**src/rtl/priority_encoder_generic_if.sv**
```systemverilog
// Request/result bundle for priority_encoder_generic.
// The onehot signal exists only when PRIO_ENC_ONEHOT_EN is defined.
`timescale 1ns/1ps
interface priority_encoder_generic_if #(
  parameter int n = 8
);
  localparam int YW = $clog2(n);

  logic [n-1:0]  w;
  logic          z;
  logic [YW-1:0] y;
`ifdef PRIO_ENC_ONEHOT_EN
  logic [n-1:0]  onehot;
`endif

`ifdef PRIO_ENC_ONEHOT_EN
  modport master (output w, input z, input y, input onehot);
  modport slave  (input w, output z, output y, output onehot);
`else
  modport master (output w, input z, input y);
  modport slave  (input w, output z, output y);
`endif
endinterface

```
**src/rtl/priority_encoder_generic.sv**
```systemverilog
// n-input priority encoder, highest index wins, registered z/y outputs.
// Optional registered one-hot output enabled by PRIO_ENC_ONEHOT_EN.
`timescale 1ns/1ps
module priority_encoder_generic #(
  parameter int n = 8
) (
  input  logic                        clk,
  input  logic                        reset_n,
  priority_encoder_generic_if.slave   bus
);
  localparam int YW = $clog2(n);

  logic          z_next;
  logic [YW-1:0] y_next;
  logic          z_reg;
  logic [YW-1:0] y_reg;

  // Upward scan: the last set bit seen is the highest, so it wins.
  always_comb begin
    z_next = 1'b0;
    y_next = '0;
    for (int k = 0; k < n; k++) begin
      if (bus.w[k]) begin
        z_next = 1'b1;
        y_next = YW'(k);
      end
    end
  end

  always_ff @(posedge clk or negedge reset_n) begin
    if (!reset_n) begin
      z_reg <= 1'b0;
      y_reg <= '0;
    end else begin
      z_reg <= z_next;
      y_reg <= y_next;
    end
  end

  assign bus.z = z_reg;
  assign bus.y = y_reg;

`ifdef PRIO_ENC_ONEHOT_EN
  logic [n-1:0] onehot_next;
  logic [n-1:0] onehot_reg;

  // Decoding the winning index keeps onehot consistent with y by construction.
  for (genvar gi = 0; gi < n; gi++) begin : g_onehot
    assign onehot_next[gi] = z_next && (y_next == YW'(gi));
  end

  always_ff @(posedge clk or negedge reset_n) begin
    if (!reset_n) begin
      onehot_reg <= '0;
    end else begin
      onehot_reg <= onehot_next;
    end
  end

  assign bus.onehot = onehot_reg;
`endif
endmodule

```
**src/flat_wrapper.sv**
```systemverilog
// flat-port wrapper written by rule: the top's interface ports become plain ports
module priority_encoder_generic_flat 
#(
  parameter int n = 8
)
  (clk, reset_n, bus_w, bus_z, bus_y);
  priority_encoder_generic_if #(.n(n)) bus_i ();
  input  logic clk;
  input  logic reset_n;
  input wire logic [$bits(bus_i.w)-1:0] bus_w;
  output wire logic [$bits(bus_i.z)-1:0] bus_z;
  output wire logic [$bits(bus_i.y)-1:0] bus_y;
  assign bus_i.w = bus_w;
  assign bus_z = bus_i.z;
  assign bus_y = bus_i.y;
  priority_encoder_generic #(.n(n)) u_core (.clk(clk), .reset_n(reset_n), .bus(bus_i));
endmodule
```
**config.mk**
```make
export PLATFORM = sky130hd
export DESIGN_NAME = priority_encoder_generic_flat
export DESIGN_NICKNAME = d
export VERILOG_FILES = /design/src/rtl/priority_encoder_generic_if.sv /design/src/rtl/priority_encoder_generic.sv /design/src/flat_wrapper.sv
export SDC_FILE = /design/constraint.sdc
export NUM_CORES = 1
export LEC_CHECK = 0
export BUFFER_PORTS_ARGS = -buffer_cell sky130_fd_sc_hd__buf_4
export CORE_AREA = 8 8 45 47
export DETAILED_ROUTE_END_ITERATION = 8
export DIE_AREA = 0 0 53 55
export HOLD_SLACK_MARGIN = 0.02
export PLACE_DENSITY = 0.42
export SETUP_SLACK_MARGIN = 0.05
export SLEW_MARGIN = 20
export SYNTH_ARGS = -nofsm -noshare
export SYNTH_HDL_FRONTEND = slang
export SYNTH_SLANG_ARGS = --single-unit
```
**constraint.sdc**
```tcl
create_clock -name clk -period 0.8 [get_ports clk]
set_input_delay 0.16 -clock clk [delete_from_list [all_inputs] [get_ports clk]]
set_output_delay 0.16 -clock clk [all_outputs]
set_load 0.02 [all_outputs]
```
==> run summary <==
Initial core utilization: 12.0%
Nets: 45
Proportion of power drawn by combinational gates: 17.7%
Avg Cell Area, Syn: 10.4 um2
Non-filler instance count after layout: 49
Die Y: 55 um
Final Util: 24.0%
Final setup violation count: 4
Vias in the first global route: 193
Clk buf depth: 2
Ratio of cells with drive above 1 in the final layout: 57.6%
Hold Path Class: in2reg
Worst path arrival time: 0.73 ns
Via count: 168
Area occupied by multi-input gates: 58.8 um2
Drt drc: 0
Worst path top cell family by delay: flip-flops
Clock transition at path regs: 0.04 ns
Data required time at the worst endpoint: 0.64 ns
Area share of the largest cell type after synthesis: 60.2%
Dpl cells: 45
Total CTS buffers: 3
P&R area growth vs syn: 99.2%
End of the worst hold path: u_core.bus.y[0]$_DFF_PN0_
Via density: 3.43
Final-report hold violation count: 0
Dpl ws: 0.0971 ns
Diodes inserted: 0
GR Overflow Total: 0
Status: finished, violations left
H-tree levels: 1
PD cells: 1680 nW/um2
Setup TNS: -0.323 ns
Core area: 1380 um2
Num rows: 14
Crit-path max cell delay: 0.37 ns
Slowest CP cell: dfrtp_1
LEAKAGE: 0.149 nW
Largest area contributor in the netlist: dfrtp_1
Routability cong.: 0.608
First-pass GRT wire length: 745 um
Violated checks: setup timing
Tot GR Track Use: 3.89%
Least-Margin Pin Slew: 0.194 ns
Buf/Inv on CP: 1
Hpwl dp: 411 um
DRT antenna net count: 0
Max-slew violations: 0
Ys Warns: 0
Crit Path Category: reg2out
Min Tclk post-route: 0.886 ns
Synth Instances: 16
Net count after synthesis: 26
Sequential fraction of the synthesis area: 60.2%
Post-Route WL: 460 um
Count of cell types in the netlist: 10
Crit path max fanout: 1
Die X: 53 um
Clock tree root driver cell: clkbuf_4
Period Utilization, post-route: 111%
Max FFs per register: 3
Mapped Area: 166 um2
CTS Sinks: 4
Seq. cell area: 100 um2
Io pins: 14
Slew headroom: 87.0%
Routed WL per cell: 9.39 um
Switching Fraction: 22.0%
Peak supply drop: 483 uV
Switching power: 0.122 mW
Synth area leaders: dfrtp_1 (60%), nor2_1 (9.0%), o31ai_2 (7.5%)
Clock share of power: 43.8%
Max Fclk: 1.13 GHz
Hold Path Stages: 2
TritonRoute pass-1 iters: 1
Crit path capture type: output port
CTS tree: built
Largest net degree at the start of global routing: 5
Die Area: 2920 um2
Critical Path, Cell by Cell: buf_6
Initial antenna violation count: 0
P_int: 0.434 mW
Number of synthesized register bits: 4
Min setup slack post-route: -0.0858 ns
Reg power frac: 38.6%
Fill count: 152
RSZ-0062 raised after global routing: yes
I/O Buffers: 13
Max_cap viols: 0
Drt initial violations: 0
Worst hold start: bus_w[4]
Startpoint types: flop
[timing repair]
item	4_1_cts	5_1_grt
hold buffers	1	0
gates resized for setup	4	0
endpoints found under the setup margin	4	4
pin swaps	0	0
endpoints found under the hold margin	4	0
setup buffers	0	0
[cell families after synthesis]
family	share of synthesized area [%]
buf+inv	4.51
compound gates	20.3
flops	60.2
simple gates	15.0
[power groups by stage]
stage,combinational [mW],clock (mW),sequential [mW]
6_report,0.0983,0.244,0.215
5_1_grt,0.107,0.272,0.215
4_1_cts,0.0997,0.258,0.215
3_5_place_dp,0.0910,0,0.216
3_3_place_gp,0.0887,0,0.215
2_1_floorplan,0.0192,0,0.226
[cell usage after synthesis]
cell type,count
a21oi_1,1
o31ai_1,1
inv_1,1
a21oi_2,1
nor2_1,4
nand4_1,1
nand2_1,1
inv_2,1
dfrtp_1,4
o31ai_2,1
[placed cells by master (no fill, tap or decap)]
cell type and n:
a21oi_1 1, a21oi_2 1, buf_4 9, buf_6 4
clkbuf_4 3, dfrtp_1 4, dlygate4sd3_1 1, inv_1 1
inv_2 1, nand2_1 1, nand4_1 1, nor2_1 4
o31ai_1 1, o31ai_2 1
[final cells by class]
class                      instances  share of cell area [%]
tap                               16                    6.04
timing repair buffer              14                    37.0
multi-input combinational         10                    17.7
clock buffer                       3                    6.79
inverter                           2                    2.26
sequential                         4                    30.2
[per-stage QoR]
| step | power (mW) | cell area [um2] | hold WS (ns) |
|---|---|---|---|
| after floorplan | 0.245 | 166 | -0.136 |
| after global placement | 0.304 | 284 | -0.0446 |
| after detailed placement | 0.307 | 284 | -0.0428 |
| after CTS | 0.572 | 332 | 0.123 |
| after global routing | 0.594 | 332 | 0.127 |
| final | 0.556 | 332 | 0.132 |
[how the worst max path moves through the flow]
| stage | start | endpoint | cells past startpoint |
|---|---|---|---|
| final | u_core.bus.z$_DFF_PN0_ | bus_z | 1 |
| after global routing | u_core.bus.z$_DFF_PN0_ | bus_z | 1 |
| after CTS | u_core.bus.z$_DFF_PN0_ | bus_z | 1 |
| after detailed placement | bus_w[6] | u_core.bus.z$_DFF_PN0_ | 3 |
| after global placement | bus_w[6] | u_core.bus.y[1]$_DFF_PN0_ | 3 |
| after floorplan | u_core.bus.y[0]$_DFF_PN0_ | bus_y[0] | 0 |
[layer usage]
layer	GRT usage, %	up-vias	part of all wire, %
met1	4.29	65	53
met2	3.71	14	28
met4	3.88	0	0
met3	4.01	0	19
li1	-	89	-
met5	0	-	0
(Power assumes the default switching activity.)
